**config.mk**
```make
export PLATFORM = sky130hd
export DESIGN_NAME = mem_bus_arbiter
export DESIGN_NICKNAME = d
export VERILOG_FILES = /design/src/rtl/mem_bus_arbiter.sv
export SDC_FILE = /design/constraint.sdc
export NUM_CORES = 1
export LEC_CHECK = 0
export CORE_ASPECT_RATIO = 0.6
export CORE_MARGIN = 5
export CORE_UTILIZATION = 41
export CTS_CLUSTER_DIAMETER = 150
export CTS_CLUSTER_SIZE = 28
export DETAILED_ROUTE_END_ITERATION = 12
export PLACE_DENSITY = 0.9
export SYNTH_ARGS = -nofsm -noshare
export SYNTH_HDL_FRONTEND = slang
export SYNTH_SLANG_ARGS = --single-unit
```
**constraint.sdc**
```tcl
create_clock -name clk -period 3.3 [get_ports clk]
set_input_delay 0.495 -clock clk [delete_from_list [all_inputs] [get_ports clk]]
set_output_delay 0.495 -clock clk [all_outputs]
set_load 0.02 [all_outputs]
```
**src/rtl/mem_bus_arbiter.sv**
```systemverilog
// Three-master arbiter for a single shared memory port: registered one-hot grant,
// latched request payload, 4-phase handshake per transaction and a response watchdog.
module mem_bus_arbiter #(
    parameter int unsigned ADDR_W  = 16,
    parameter int unsigned DATA_W  = 16,
    parameter int unsigned POLICY  = 0,
    parameter int unsigned TIMEOUT = 255
) (
    input  logic                  clk,
    input  logic                  reset,
    input  logic [2:0]            req,
    input  logic [2:0]            mode,
    input  logic [3*ADDR_W-1:0]   locator,
    input  logic [3*DATA_W-1:0]   wdata,
    output logic [2:0]            grant,
    output logic [2:0]            resp,
    output logic                  mem_request,
    output logic                  mem_mode,
    output logic [ADDR_W-1:0]     mem_locator,
    output logic [DATA_W-1:0]     mem_write,
    input  logic                  mem_response,
    output logic                  timeout_err
);

    localparam int unsigned CNT_W = $clog2(TIMEOUT + 2);
    localparam logic [CNT_W-1:0] CNT_LAST = CNT_W'((TIMEOUT == 0) ? 0 : TIMEOUT - 1);
    localparam bit WDOG_EN = (TIMEOUT != 0);
    localparam bit RR_EN   = (POLICY == 1);

    typedef enum logic [1:0] {
        IDLE    = 2'd0,
        ACCESS  = 2'd1,
        HOLD    = 2'd2,
        RELEASE = 2'd3
    } state_t;

    state_t           state;
    logic [1:0]       ptr;
    logic [CNT_W-1:0] wdog;

    logic [1:0] win;
    logic [1:0] base;
    logic [1:0] idx;
    logic       owner_req;
    logic [1:0] next_ptr;

    // (a + b) mod 3 for a, b in 0..2
    function automatic logic [1:0] wrap_add(input logic [1:0] a, input logic [1:0] b);
        logic [2:0] s;
        s = {1'b0, a} + {1'b0, b};
        return (s >= 3'd3) ? 2'(s - 3'd3) : s[1:0];
    endfunction

    // Scan from the highest-priority slot last so it overrides lower-priority hits
    always_comb begin
        win  = 2'd0;
        idx  = 2'd0;
        base = RR_EN ? ptr : 2'd0;
        for (int k = 2; k >= 0; k--) begin
            idx = wrap_add(base, 2'(k));
            if (req[idx]) begin
                win = idx;
            end
        end
    end

    assign owner_req = |(req & grant);
    assign next_ptr  = grant[2] ? 2'd0 : (grant[1] ? 2'd2 : 2'd1);

    // grant is only cleared in RELEASE, so resp cannot reach a non-owner
    assign resp = {3{mem_response}} & grant;

    always_ff @(posedge clk) begin
        if (reset) begin
            state       <= IDLE;
            grant       <= 3'b000;
            mem_request <= 1'b0;
            mem_mode    <= 1'b0;
            mem_locator <= '0;
            mem_write   <= '0;
            timeout_err <= 1'b0;
            ptr         <= 2'd0;
            wdog        <= '0;
        end else begin
            case (state)
                IDLE: begin
                    wdog <= '0;
                    if (|req) begin
                        grant       <= 3'b001 << win;
                        mem_mode    <= mode[win];
                        mem_request <= 1'b1;
                        state       <= ACCESS;
                        case (win)
                            2'd1: begin
                                mem_locator <= locator[ADDR_W +: ADDR_W];
                                mem_write   <= wdata[DATA_W +: DATA_W];
                            end
                            2'd2: begin
                                mem_locator <= locator[2*ADDR_W +: ADDR_W];
                                mem_write   <= wdata[2*DATA_W +: DATA_W];
                            end
                            default: begin
                                mem_locator <= locator[0 +: ADDR_W];
                                mem_write   <= wdata[0 +: DATA_W];
                            end
                        endcase
                    end
                end
                ACCESS: begin
                    if (mem_response) begin
                        wdog  <= '0;
                        state <= HOLD;
                    end else if (!owner_req) begin
                        mem_request <= 1'b0;
                        state       <= RELEASE;
                    end else if (WDOG_EN && (wdog == CNT_LAST)) begin
                        timeout_err <= 1'b1;
                        mem_request <= 1'b0;
                        state       <= RELEASE;
                    end else begin
                        wdog <= wdog + CNT_W'(1);
                    end
                end
                HOLD: begin
                    if (!owner_req) begin
                        mem_request <= 1'b0;
                        state       <= RELEASE;
                    end
                end
                RELEASE: begin
                    if (!mem_response) begin
                        grant <= 3'b000;
                        ptr   <= next_ptr;
                        state <= IDLE;
                    end
                end
                default: state <= IDLE;
            endcase
        end
    end

endmodule
```
After elaboration in Yosys (flattened, before gate mapping)
Cells that the tools add are included.
- $add $sub $neg: 1
- $lt $le $gt $ge: 1
- equal/unequal tests: 14
- shift operators: 1
- multiplexer cells: 27
- bitwise logic cells: 3
- reductions and logical operators: 12
- operators by type and width (operator ; count):
    $pmux W16 S2 ; 2
    $mux W9 ; 3
    $mux W2 ; 9
    $pmux W9 S2 ; 1
    $add A9 B1 Y9 const B ; 1
    $eq A9 B8 Y1 const B ; 1
    $ne A3 B3 Y1 const B ; 3
    $ne A2 B2 Y1 const B ; 4
    $pmux W2 S4 ; 1
    $reduce_and A4 Y1 ; 2
    $and A3 B3 Y3 ; 2
    $eq A2 B2 Y1 const B ; 3
    $mux W1 ; 6
    $mux W3 ; 2
    $pmux W3 S2 ; 1
    $reduce_and A3 Y1 ; 2
    $reduce_or A3 Y1 ; 2
    $reduce_and A5 Y1 ; 1
    $eq A2 B1 Y1 const B ; 2
    $ne A4 B4 Y1 const B ; 1
    $reduce_bool A2 Y1 ; 2
    $lt A2 B3 Y1 const B ; 1
    $pmux W1 S3 ; 1
    $reduce_bool A3 Y1 ; 1
    other kinds (5) ; 5
- register bits after elaboration: 49
- input port bits: 105
- logic and storage cells: 67

Logic depth before layout (Yosys ltp)
Gate-level depths: netlist (run 1).
- depth in word-level cells: 6
- depth in mapped cells: 8
- mapped depth without buffers: 6

Worst setup path after synthesis (run 1)
Ideal clock, no wire load.
- path kind: input to register
- start point: input port req[0]
- end point: register mem_request
- setup time: 0.121 ns
- arrival time: 1.903 ns
- required time: 3.179 ns
- slack: 1.277 ns
- stages on the path: 4
- path buffers: 0
- path through: a222oi_1 a31oi_1 a211oi_1 mux2_2
- word-level cells in the longest chain between the ends: 5
- ends and longest elaborated chain (element ; RTL line ; RTL):
    from (decl) ; 11 ; input logic [2:0] req,
    $and A3 B3 Y3 ; 67 ; assign owner_req = |(req & grant);
    $reduce_or A3 Y1 ; 67 ;
    $mux W1 ; 113 ; end else if (!owner_req) begin
    $mux W1 ; 110 ; if (mem_response) begin
    $pmux W1 S3 ; 85 ; case (state)
    to (signal assigned) ; 91 ; mem_request <= 1'b1;
    to (signal assigned) ; 114 ; mem_request <= 1'b0;
    to (signal assigned) ; 118 ; mem_request <= 1'b0;
    to (decl) ; 17 ; output logic mem_request,
Several ways; a longest one is shown, not always the timed one. The select of a mux whose other input is x is not followed.
A chain may end at the register's enable or synchronous reset.

Final worst setup path (run 1)
- start point: input port mem_response
- end point: output port resp[0]
- word-level cells in the longest chain between the ends: 1
- ends and longest elaborated chain (element ; RTL line ; RTL):
    from (decl) ; 21 ; input logic mem_response,
    $and A3 B3 Y3 ; 71 ; assign resp = {3{mem_response}} & grant;
    to (decl) ; 16 ; output logic [2:0] resp,
Every way passes these cells.

==> impl_metrics.json, run 1 <==
{
  "synth_adder_area_share_pct": 3.447,
  "finalMaxSlewViolations": 0,
  "final_util_pct": 68.45,
  "gr-total-overflow": 0,
  "fp-row-count": 22,
  "crit_required_ns": 2.80,
  "start_util_pct": 41.96,
  "dieHeight_um": 70.98,
  "wl_um": 8424,
  "grt_pass1_vias": 2843,
  "cp.depth": 3,
  "fin_ws_ns": 0.8592,
  "dieArea_mm2": 0.007924,
  "final_common_cell": "clkdlybuf4s50_1",
  "cp_cell_sequence": "clkdlybuf4s50_1 -> and2_1 -> clkdlybuf4s50_1",
  "synth_edf_count": 0,
  "antenna_cells": 0,
  "rr_startpoint": "state[1]",
  "htree_levels": 2,
  "async_reset_ff_share_pct": 0,
  "syn_area_per_cell_um2": 8.224,
  "ant_nets": 0,
  "yosys.area_share.simple_pct": 20.33,
  "finalCritPeriodShare_pct": 73.96,
  "use_met3_pct": 7.094,
  "critPathLaunch": "mem_response",
  "post-place-ws_ns": 0.6636,
  "regToRegSetupSlack_ns": 1.12,
  "cts_root_buf": "clkbuf_8",
  "worstMarginPinSlew_ns": 0.8520,
  "cts_resized": 0,
  "post_cts_buffers": 0,
  "ys_ff_latch": 49,
  "timing.rr.end": "wdog[7]",
  "yosys_warnings": 0,
  "ys_seq_area_share_pct": 38.60,
  "first_pass_iters": 5,
  "outcome": "complete, no violations",
  "hp-class": "register to register",
  "groute.usage.overall_pct": 20.88,
  "crit_fanout": 9,
  "cts_buffers": 5,
  "cts_max_path_buffers": 2,
  "fin_crit_ns": 2.441,
  "holdCritStartpoint": "wdog[7]",
  "vias": 2872,
  "cap_violations": 0,
  "cts_hold_buf": 0,
  "gp_congestion": 0.8009,
  "busiest_layer": "met2",
  "muxShareOfSynthArea_pct": 1.723,
  "grt_max_degree": 67,
  "synthCells": 309,
  "wl_per_cell_um": 16.02,
  "leakagePower_uw": 0.001506,
  "clkSinkCount": 49,
  "synth_cell_types": 43,
  "dp_hpwl_um": 6400,
  "whs_path_depth": 2,
  "finalSetupTns_ns": 0,
  "layout_common_cells": "clkdlybuf4s50_1, dfxtp_1, nor2_1, nand2_1, a311oi_1",
  "synth_ff_type": "dfxtp_1",
  "synth_top_family_by_area": "compound AO/OA/AOI/OAI gates",
  "grt_pass1_wl_um": 13690,
  "grtUsageMet1_pct": 25.73,
  "tritoncts": "done",
  "cts.clk_slew.worst_paths_ns": 0.08,
  "detail_route.iter0.violations": 198,
  "ios": 146,
  "synth-xor-area-share_pct": 0,
  "synthesis.area_mm2": 0.002541,
  "cpPeakStageDelay_ns": 0.66,
  "crit_path_end": "resp[0]",
  "yosys.area.top_type": "dfxtp_1",
  "reg2regPathDepth": 6,
  "synth_top_area_share_pct": 38.60,
  "ys_top_cells_by_area": "dfxtp_1, a311oi_1, a22oi_1",
  "clock_latency_ns": 0.30,
  "vias_per_cell": 5.460,
  "arrival_ns": 1.95,
  "hold_viol_final": 0,
  "max_freq_mhz": 409.7,
  "slew_headroom_pct": 43.20,
  "setup_viol": 0,
  "antenna_found_initial": 0,
  "peakVddDrop_v": 0.0005238,
  "grtUsageMet2_pct": 35.33,
  "cp_num_buf_inv": 2,
  "slowest_stage": "clkdlybuf4s50_1",
  "grt_setup_unrepaired": "no",
  "path_class": "input port to primary output",
  "end_kind": "primary output",
  "final_nets": 553,
  "drc": 0,
  "nFillCells": 493,
  "dieWidth_um": 111.6,
  "port-buffer-count": 145,
  "syn2layout_area_growth_pct": 63.12,
  "start_kind": "input port",
  "layout-drive-gt1-share_pct": 5.882,
  "synth_compound_area_share_pct": 31.12,
  "p_per_area_mw_per_mm2": 646.7,
  "cpMostUsedCell": "clkdlybuf4s50_1",
  "synth.net_count": 421,
  "skew_ns": 0.005808,
  "core_area_mm2": 0.006056,
  "critPathTopFamily": "buffers and inverters"
}
## how the worst min path moves through the flow
stage                to  slack [ns]
2_1_floorplan   wdog[7]        0.45
3_3_place_gp    wdog[7]        0.46
3_5_place_dp    wdog[7]        0.48
4_1_cts        mem_mode        0.50
5_1_grt        mem_mode        0.50
6_report        wdog[7]        0.50
## cells in the mapped netlist, drive strengths merged, types with 2 or more instances
library cell,count
inv,7
dfxtp,49
ha,7
nand2,41
buf,4
nand2b,4
nor2b,3
and2,3
a311oi,33
o31ai,2
nor2,44
o211ai,4
mux2,3
or4,2
or4b,2
a22oi,32
nand3,2
a211oi,2
or3,4
clkbuf,21
and3,2
a21oi,13
o21ai,8
## worst reg2reg max path: cells and delay by family (launching register included)
family	cells	cell delay [ns]
fa+ha+maj	1	0.30
buf+inv	1	0.11
flops	1	0.43
simple gates	2	0.65
compound gates	2	0.63
## state kept, by name, summed over array words and instances (netlist names)
register     flops
mem_mode         1
mem_locator     16
mem_write       16
state            2
mem_request      1
grant            3
timeout_err      1
wdog             9
## final cells by class
cell class	instances	area [um2]	share of cell area [%]
Timing Repair Buffer	150	1484	35.80
Multi-Input combinational cell	228	1448	34.92
Sequential cell	49	980.9	23.66
Tap cell	84	105.1	2.535
Clock buffer	7	96.34	2.324
Inverter	7	26.28	0.6339
Clock inverter	1	5.005	0.1207
## through the flow
stage          total power [uW]  std cells  cell area, um2  hold WS, ns
6_report                   2681        526            4145       0.4962
5_1_grt                    2855        526            4145       0.5006
4_1_cts                    2698        526            4145       0.4965
3_5_place_dp               2309        518            4044       0.4829
3_3_place_gp               2268        518            4044       0.4604
2_1_floorplan              1678        309            2541       0.4464
## cell families (layout without fill, tap and decap cells)
family,count (synthesis),in the layout
AND/OR/NAND/NOR,113,113
AO/OA/AOI/OAI,104,104
flip-flops,49,49
buffers and inverters,32,165
adder cells (fa/ha/maj),7,7
multiplexers,4,4
## routing by layer
layer / share of wire [%] / vias to the layer above
met2: 48 / 114
li1: - / 1421
met4: 0.93 / 0
met5: 0 / -
met1: 43 / 1329
met3: 8.3 / 8
## power breakdown
part           leakage, uW  internal, uW  switching, uW
logic              0.00105           658            750
clock network    0.0000542           190            195
registers         0.000404           780            108
Note: power is estimated with default switching activity, not from simulation.
==> run 2, diff against run 1 <==
--- a/config.mk
+++ b/config.mk
@@ -7,11 +7,11 @@
 export LEC_CHECK = 0
 export CORE_ASPECT_RATIO = 0.6
 export CORE_MARGIN = 5
-export CORE_UTILIZATION = 41
+export CORE_UTILIZATION = 35
 export CTS_CLUSTER_DIAMETER = 150
 export CTS_CLUSTER_SIZE = 28
 export DETAILED_ROUTE_END_ITERATION = 12
-export PLACE_DENSITY = 0.9
+export PLACE_DENSITY = 0.82
 export SYNTH_ARGS = -nofsm -noshare
 export SYNTH_HDL_FRONTEND = slang
 export SYNTH_SLANG_ARGS = --single-unit
==> constraint.sdc (replaced) <==
create_clock -name clk -period 2 [get_ports clk]
set_input_delay 0.3 -clock clk [delete_from_list [all_inputs] [get_ports clk]]
set_output_delay 0.3 -clock clk [all_outputs]
set_load 0.02 [all_outputs]
==> impl_metrics.json, run 2 (synthesis gave the netlist of run 1 again) <==
{
  "outcome": "complete, no violations",
  "leakagePower_uw": 0.001632,
  "top_regs": "mem_locator (16), mem_write (16), wdog (9)",
  "gp_congestion": 0.9037,
  "finalMaxSlewViolations": 0,
  "drc": 0,
  "hold_viol_final": 0,
  "post_cts_buffers": 0,
  "final_common_cell": "clkdlybuf4s50_1",
  "fin_ws_ns": 0.09023,
  "worstMarginPinSlew_ns": 0.5280,
  "path_class": "register to register",
  "detail_route.iter0.violations": 163,
  "layout_common_cells": "clkdlybuf4s50_1, dfxtp_1, nor2_1, nand2_1",
  "port-buffer-count": 145,
  "grt_max_degree": 45,
  "ant_nets": 0,
  "dieWidth_um": 120.0,
  "p_int_uw": 2960,
  "syn2layout_area_growth_pct": 71.29,
  "dieHeight_um": 76,
  "groute.usage.overall_pct": 18.56,
  "final_util_pct": 60.65,
  "gr-total-overflow": 0,
  "max_freq_mhz": 523.6,
  "cap_violations": 0,
  "wl_per_cell_um": 16.05,
  "power_frac_comb_pct": 52.3,
  "grt_pass1_vias": 2918,
  "final_nets": 569,
  "slew_headroom_pct": 64.64,
  "wl_um": 8813,
  "cts_hold_buf": 0,
  "vias_per_cell": 5.310,
  "htree_levels": 2,
  "dp_hpwl_um": 6899,
  "start_kind": "register",
  "cts_buffers": 5,
  "clkSinkCount": 49,
  "peakVddDrop_v": 0.0004462,
  "start_util_pct": 35.41,
  "netSwitchingFraction_pct": 37.73,
  "finalSetupTns_ns": 0,
  "antenna_found_initial": 0,
  "vias": 2915,
  "first_pass_iters": 4,
  "ios": 146,
  "power_frac_clock_pct": 17.0,
  "cts.clk_slew.worst_paths_ns": 0.06,
  "post-place-ws_ns": -0.2232,
  "tritoncts": "done",
  "dieArea_mm2": 0.009120,
  "p_per_area_mw_per_mm2": 1092,
  "finalCritPeriodShare_pct": 95.49,
  "clock_latency_ns": 0.28,
  "layout-drive-gt1-share_pct": 9.389,
  "arrival_ns": 2.12,
  "cts_root_buf": "clkbuf_16",
  "cts_max_path_buffers": 2,
  "hp-class": "register to register",
  "antenna_cells": 0,
  "core_area_mm2": 0.007177,
  "skew_ns": 0.003627,
  "setup_viol": 0,
  "pwr-share-seq_pct": 30.7,
  "grt_pass1_wl_um": 14190,
  "crit_required_ns": 2.21,
  "fp-row-count": 24,
  "fin_crit_ns": 1.910,
  "switchingPower_uw": 1793,
  "end_kind": "register",
  "crit_fanout": 9,
  "grt_setup_unrepaired": "no",
  "nFillCells": 606,
  "holdWs_ns": 0.4752
}
==> run 2: cell type report <==
class                           count  area, um2  share of cell area (%)
Inverter                            7      26.28                  0.6036
Multi-Input combinational cell    228       1460                   33.54
Sequential cell                    49      980.9                   22.54
Clock buffer                        6      128.9                   2.961
Clock inverter                      2      10.01                  0.2300
Tap cell                           91      113.9                   2.616
Timing Repair Buffer              166       1633                   37.51
==> run 2: worst paths after layout <==
check / from / end / slack (ns) / cells after the start
max: state[0] / wdog[4] / 0.09 / 5
min: mem_mode / mem_mode / 0.48 / 2
max reg2reg: state[0] / wdog[4] / 0.09 / 5
min reg2reg: mem_mode / mem_mode / 0.48 / 2
==> run 2: power groups by stage <==
| stage | logic (uW) | clock network, uW | registers, uW |
|---|---|---|---|
| 2_1_floorplan | 943 | 0 | 1830 |
| 3_3_place_gp | 2440 | 0 | 1460 |
| 3_5_place_dp | 2480 | 0 | 1480 |
| 4_1_cts | 2490 | 839 | 1460 |
| 5_1_grt | 2700 | 891 | 1500 |
| 6_report | 2490 | 809 | 1460 |
==> run 2: worst max-delay path, cell delays in order, from the launching register on <==
cell and delay [ns]:
dfxtp_1 0.42, ha_2 0.31, mux2_2 0.37, or2_2 0.30, a2111o_1 0.38, o21ai_0 0.07
==> run 2: timing repair <==
item,in CTS,in global routing
gates cloned,0,0
pin swaps,0,1
resized for setup,2,4
setup endpoints to repair,4,9
==> run 2: metal layers <==
layer	vias up	global-route usage (%)	routed length [um]
met5	-	0	0
met4	0	2.971	41
met3	2	5.415	804
met2	126	30.76	4110
met1	1335	24.42	3857
li1	1452	-	-
==> run 2: per-stage QoR <==
| stage | cell area, um2 | std cells | power, uW |
|---|---|---|---|
| after floorplan | 2541 | 309 | 2768 |
| after global placement | 4198 | 541 | 3902 |
| after detailed placement | 4198 | 541 | 3958 |
| after CTS | 4342 | 549 | 4789 |
| after global routing | 4353 | 549 | 5089 |
| final | 4353 | 549 | 4754 |
==> edit 1: new RTL, flow settings as in run 2 <==
Make the reset (`reset`) asynchronous in one clocked block.
--- a/src/rtl/mem_bus_arbiter.sv
+++ b/src/rtl/mem_bus_arbiter.sv
@@ -72,3 +72,3 @@
 
-    always_ff @(posedge clk) begin
+    always_ff @(posedge clk or posedge reset) begin
         if (reset) begin
Behaviour: differs if reset is asserted again (counterexample within 4 cycles, from zero or initial values and one cycle with reset high); with reset held inactive, the same outputs for 10 cycles.
==> edit 1 against run 2 <==
Area after synthesis up 6.3%. Count of clock-buffer cells in the layout is 1 lower. Clock power up 16%. Sequential cell count unchanged. Routed wire length up 3.8%. Worst hold slack worse by 0.18 ns. First-iteration DRC count decreased by 9.8%. Worst setup slack improved by 0.031 ns. Clock skew grew 0.0018 ns. Cell area grew 7.8%. Total power up 17%. Sequential share of layout area increased by 3.6 points. Core utilization rose by 2.9 points. Critical endpoint is now state[1].
==> edit 1: results (changes against run 2) <==
outcome=complete, no violations; GRT Total Usage=18.6% (about the same); vias in the first global route=2,930 (+0.41%); routed vias/inst=5.13 (-3.3%); Net Count, Synth=405 (-3.8%); Max FO, Critical Path=6 (-3); relative slew slack=72.1% (+7.5 points); register area share after synthesis=45.4% (+6.8 points); port buffer count=145 (unchanged); Int Pwr=3440 uW (+16%); Hold Crit Class=primary input to asynchronous set/reset pin; DRT iter0 DRCs=147 (-9.8%); Max Clock Skew=0.00539 ns (+0.00176 ns); synth top area cells=dfrtp_1 (45%), a22o_1 (10%), a21oi_1 (6.7%); ys flop type=dfrtp_1; Yosys cell types=46 (+7.0%); commonest cells in the netlist=dfrtp_1 (49), nand2_1 (39), a21oi_1 (36); first-pass GRT wire length=14,300 microns (+0.82%); share of post-route cells with drive strength above 1=11.9% (+2.5 points); later-pin clock latency in the skew report=0.28 ns (about the same); NumNets Final=566 (-0.53%); RePlAce Congestion=0.876 (-3.0%); Peak VDD IR=0.000457 V (+2.4%); Critical Path AT=2.05 ns (-0.07 ns); post-DP HPWL=7310 microns (+5.9%); Fillers=628 (+3.6%); Pre-Repair DR Iteration Count=4 (unchanged); P_leak=0.00203 uW (+25%); asr flop ratio synth=100% (+100 points); final WL=9150 microns (+3.8%); H-tree levels=2 (unchanged)
==> edit 1: cell families after synthesis <==
logic type	synth area share, %
muxes	2.45
adders and majority gates	3.24
AOI/OAI and AO/OA	32.3
and+or+nand+nor	11.3
DFF	45.4
xor gates and xnor gates	0.649
buffers and inverters	4.72
==> edit 1: power by group through the flow <==
stage / Combinational [uW] / Sequential [uW] / Clock, uW
2_1_floorplan: 1030 / 2060 / 0
3_3_place_gp: 2900 / 1620 / 0
3_5_place_dp: 2950 / 1640 / 0
4_1_cts: 2980 / 1630 / 970
5_1_grt: 3230 / 1690 / 1010
6_report: 2980 / 1630 / 941
==> edit 1: cell type report <==
type                       count  share of cell area, %
clock buffer                   5                   2.67
clock inverter                 2                  0.826
inverter                      10                  0.800
multi-input combinational    212                   29.6
sequential                    49                   26.1
tap                          104                   2.77
timing repair buffer         176                   37.2
==> edit 1: worst max-delay path, stage by stage <==
cell and delay (ns):
clkdlybuf4s50_1 0.45, buf_4 0.16, a222oi_1 0.33, buf_4 0.21
o211ai_1 0.10, a21o_1 0.19, mux2_4 0.30
==> edit 1: path summary, 6_finish.rpt <==
path / startpoint / end / slack [ns] / depth (start not counted)
hold / removal: reset / mem_locator[2] / 0.30 / 2
setup reg to reg: state[1] / state[1] / 0.19 / 6
min in group clk: timeout_err / timeout_err / 0.48 / 1
setup / recovery: req[0] / state[1] / 0.12 / 7
hold reg to reg: timeout_err / timeout_err / 0.48 / 1
max in group asynchronous: reset / grant[2] / 1.20 / 3
==> edit 1: metrics by stage <==
stage	instance area [sq um]	util [%]	cells	setup TNS [ns]	setup slack, ns
detailed placement	4510	61.0	550	-2.71	-0.203
global route	4690	63.6	558	0	0.0340
finish	4690	63.6	558	0	0.121
global placement	4510	61.0	550	-0.944	-0.167
CTS	4680	63.3	558	0	0.00361
floorplan	2700	-	293	0	0.00458
==> edit 1: timing repair <==
action	in CTS	in global routing
endpoints found under the setup margin	1	6
hold buffers	0	0
gates resized for setup	0	4
buffers inserted	1	0
pin swaps	1	1
==> edit 1: routing by layer <==
| layer | global-route usage, % | routed length (microns) | up-vias |
|---|---|---|---|
| met5 | 0 | 0 | - |
| met4 | 3.09 | 35 | 0 |
| met3 | 7.83 | 957 | 4 |
| met2 | 30.8 | 4360 | 109 |
| met1 | 23.1 | 3800 | 1353 |
| li1 | - | - | 1399 |
==> edit 2: new RTL, settings of run 2 <==
Without the edit above. The parameter `ADDR_W` goes from 16 to 17.
--- a/src/rtl/mem_bus_arbiter.sv
+++ b/src/rtl/mem_bus_arbiter.sv
@@ -3,3 +3,3 @@
 module mem_bus_arbiter #(
-    parameter int unsigned ADDR_W  = 16,
+    parameter int unsigned ADDR_W  = 17,
     parameter int unsigned DATA_W  = 16,
Interface: changed (resized locator and mem_locator); port bits go from 146 to 150. The function was not compared with the original's and may differ.
==> edit 2 against run 2 <==
Total power up 3.3%. Largest cell class unchanged. Non-clock buffer count increased by 9. Routed wire length is 5.5% higher. Core utilization increased by 1.7 points. Sequential share of layout area is 0.45 points lower. Clock power up 5.1%. Cell area up 4.1%. Area after synthesis is 2.7% higher. First-iteration DRC count rose by 13%. Worst setup slack better by 0.018 ns. Clock skew up 0.0037 ns. Sequential cell count is 1 higher.
==> edit 2: results (changes against run 2) <==
outcome=complete, no violations; Yosys cell types=42 (-2.3%); Register-to-Register Setup Slack=0.17 ns (+0.08 ns); RePlAce Congestion=0.929 (+2.8%); Top Registers=mem_locator: 17 flops, mem_write: 16 flops, wdog: 9 flops; P_leak=0.00172 uW (+5.3%); DRT iter0 DRCs=185 (+13%); GRT Total Usage=18.7% (+0.18 points); first-pass GRT wire length=14,400 microns (+1.6%); routed vias/inst=5.30 (-0.22%); Tightest Pin Transition=0.496 ns (-0.0317 ns); Crit path max-delay family=buffers and inverters; worst hold margin=0.434 ns (-0.0413 ns); fin crit share=94.6% (-0.90 points); reg2reg path depth=6 (+1); share of post-route cells with drive strength above 1=9.43% (+0.045 points); port buffer count=149 (+2.8%); Pre-Repair DR Iteration Count=5 (+1); Critical Path AT=2.06 ns (-0.06 ns); commonest cells in the netlist=dfxtp_1 (50), nand2_1 (46), nor2_1 (43); slowest CP cell=clkdlybuf4s50_1; Net Count, Synth=435 (+3.3%); post-DP HPWL=7340 microns (+6.4%); register area share after synthesis=38.4% (-0.23 points); synth top area cells=dfxtp_1 (38%), a311oi_1 (11%), a22oi_1 (9.5%); final WL=9300 microns (+5.5%); NumNets Final=591 (+3.9%); FF-to-FF End=wdog[2]; pin count of the biggest net entering global routing=39 (-13%); CP peak stage delay=0.47 ns (+0.05 ns)
## edit 2: power breakdown
group | switching [uW] | internal, uW | total, uW
combinational | 1360 | 1240 | 2600
clock | 353 | 497 | 850
sequential | 162 | 1300 | 1460
total | 1880 | 3030 | 4910
## edit 2: worst max path at each step
stage | end | startpoint | slack [ns] | cells past startpoint
after floorplan | mem_request | state[0] | 0.07 | 6
after global placement | mem_request | req[0] | -0.08 | 4
after detailed placement | wdog[6] | req[0] | -0.17 | 7
after CTS | mem_request | state[0] | 0.05 | 5
after global routing | wdog[6] | state[0] | 0.06 | 6
final | wdog[6] | req[0] | 0.11 | 7
## edit 2: through the flow
step                      instances  power, uW  instance area [sq um]  util [%]  TNS, ns
after global placement          573       3990                   4370      60.2   -0.400
after CTS                       581       4930                   4520      62.2        0
after detailed placement        573       4070                   4370      60.2    -1.45
final                           581       4910                   4530      62.4        0
after global routing            581       5220                   4530      62.4        0
after floorplan                 320       2830                   2610         -        0
## edit 2: repair_timing
item,4_1_cts,5_1_grt
pin swaps,0,0
gates resized for setup,1,4
hold buffers,0,0
setup buffers,0,0
endpoints found under the setup margin,3,9
## edit 2: worst min-delay path: stages
cell and delay [ns]:
buf_2 0.13, inv_1 0.10, nand2_1 0.08, mux2i_1 0.05
## edit 2: routing by layer
| metal | track usage (%) | vias to the layer above | wire (microns) |
|---|---|---|---|
| li1 | - | 1511 | - |
| met1 | 25.1 | 1416 | 4120 |
| met2 | 30.3 | 147 | 4240 |
| met3 | 5.44 | 4 | 875 |
| met4 | 3.36 | 0 | 59 |
| met5 | 0 | - | 0 |
## edit 2: cell families after synthesis
logic type                 synth area share [%]
and+or+nand+nor                            21.0
muxes                                      1.63
adders and majority gates                  3.36
AOI/OAI and AO/OA                          30.7
DFF                                        38.4
buffers and inverters                      4.94
## edit 2: layout make-up
cell class / count / area, sq um
fill: 643 / 2740
timing repair buffer: 175 / 1720
multi-input combinational: 236 / 1510
sequential: 50 / 1000
clock buffer: 7 / 143
tap: 104 / 130
inverter: 8 / 30.0
clock inverter: 1 / 5.00
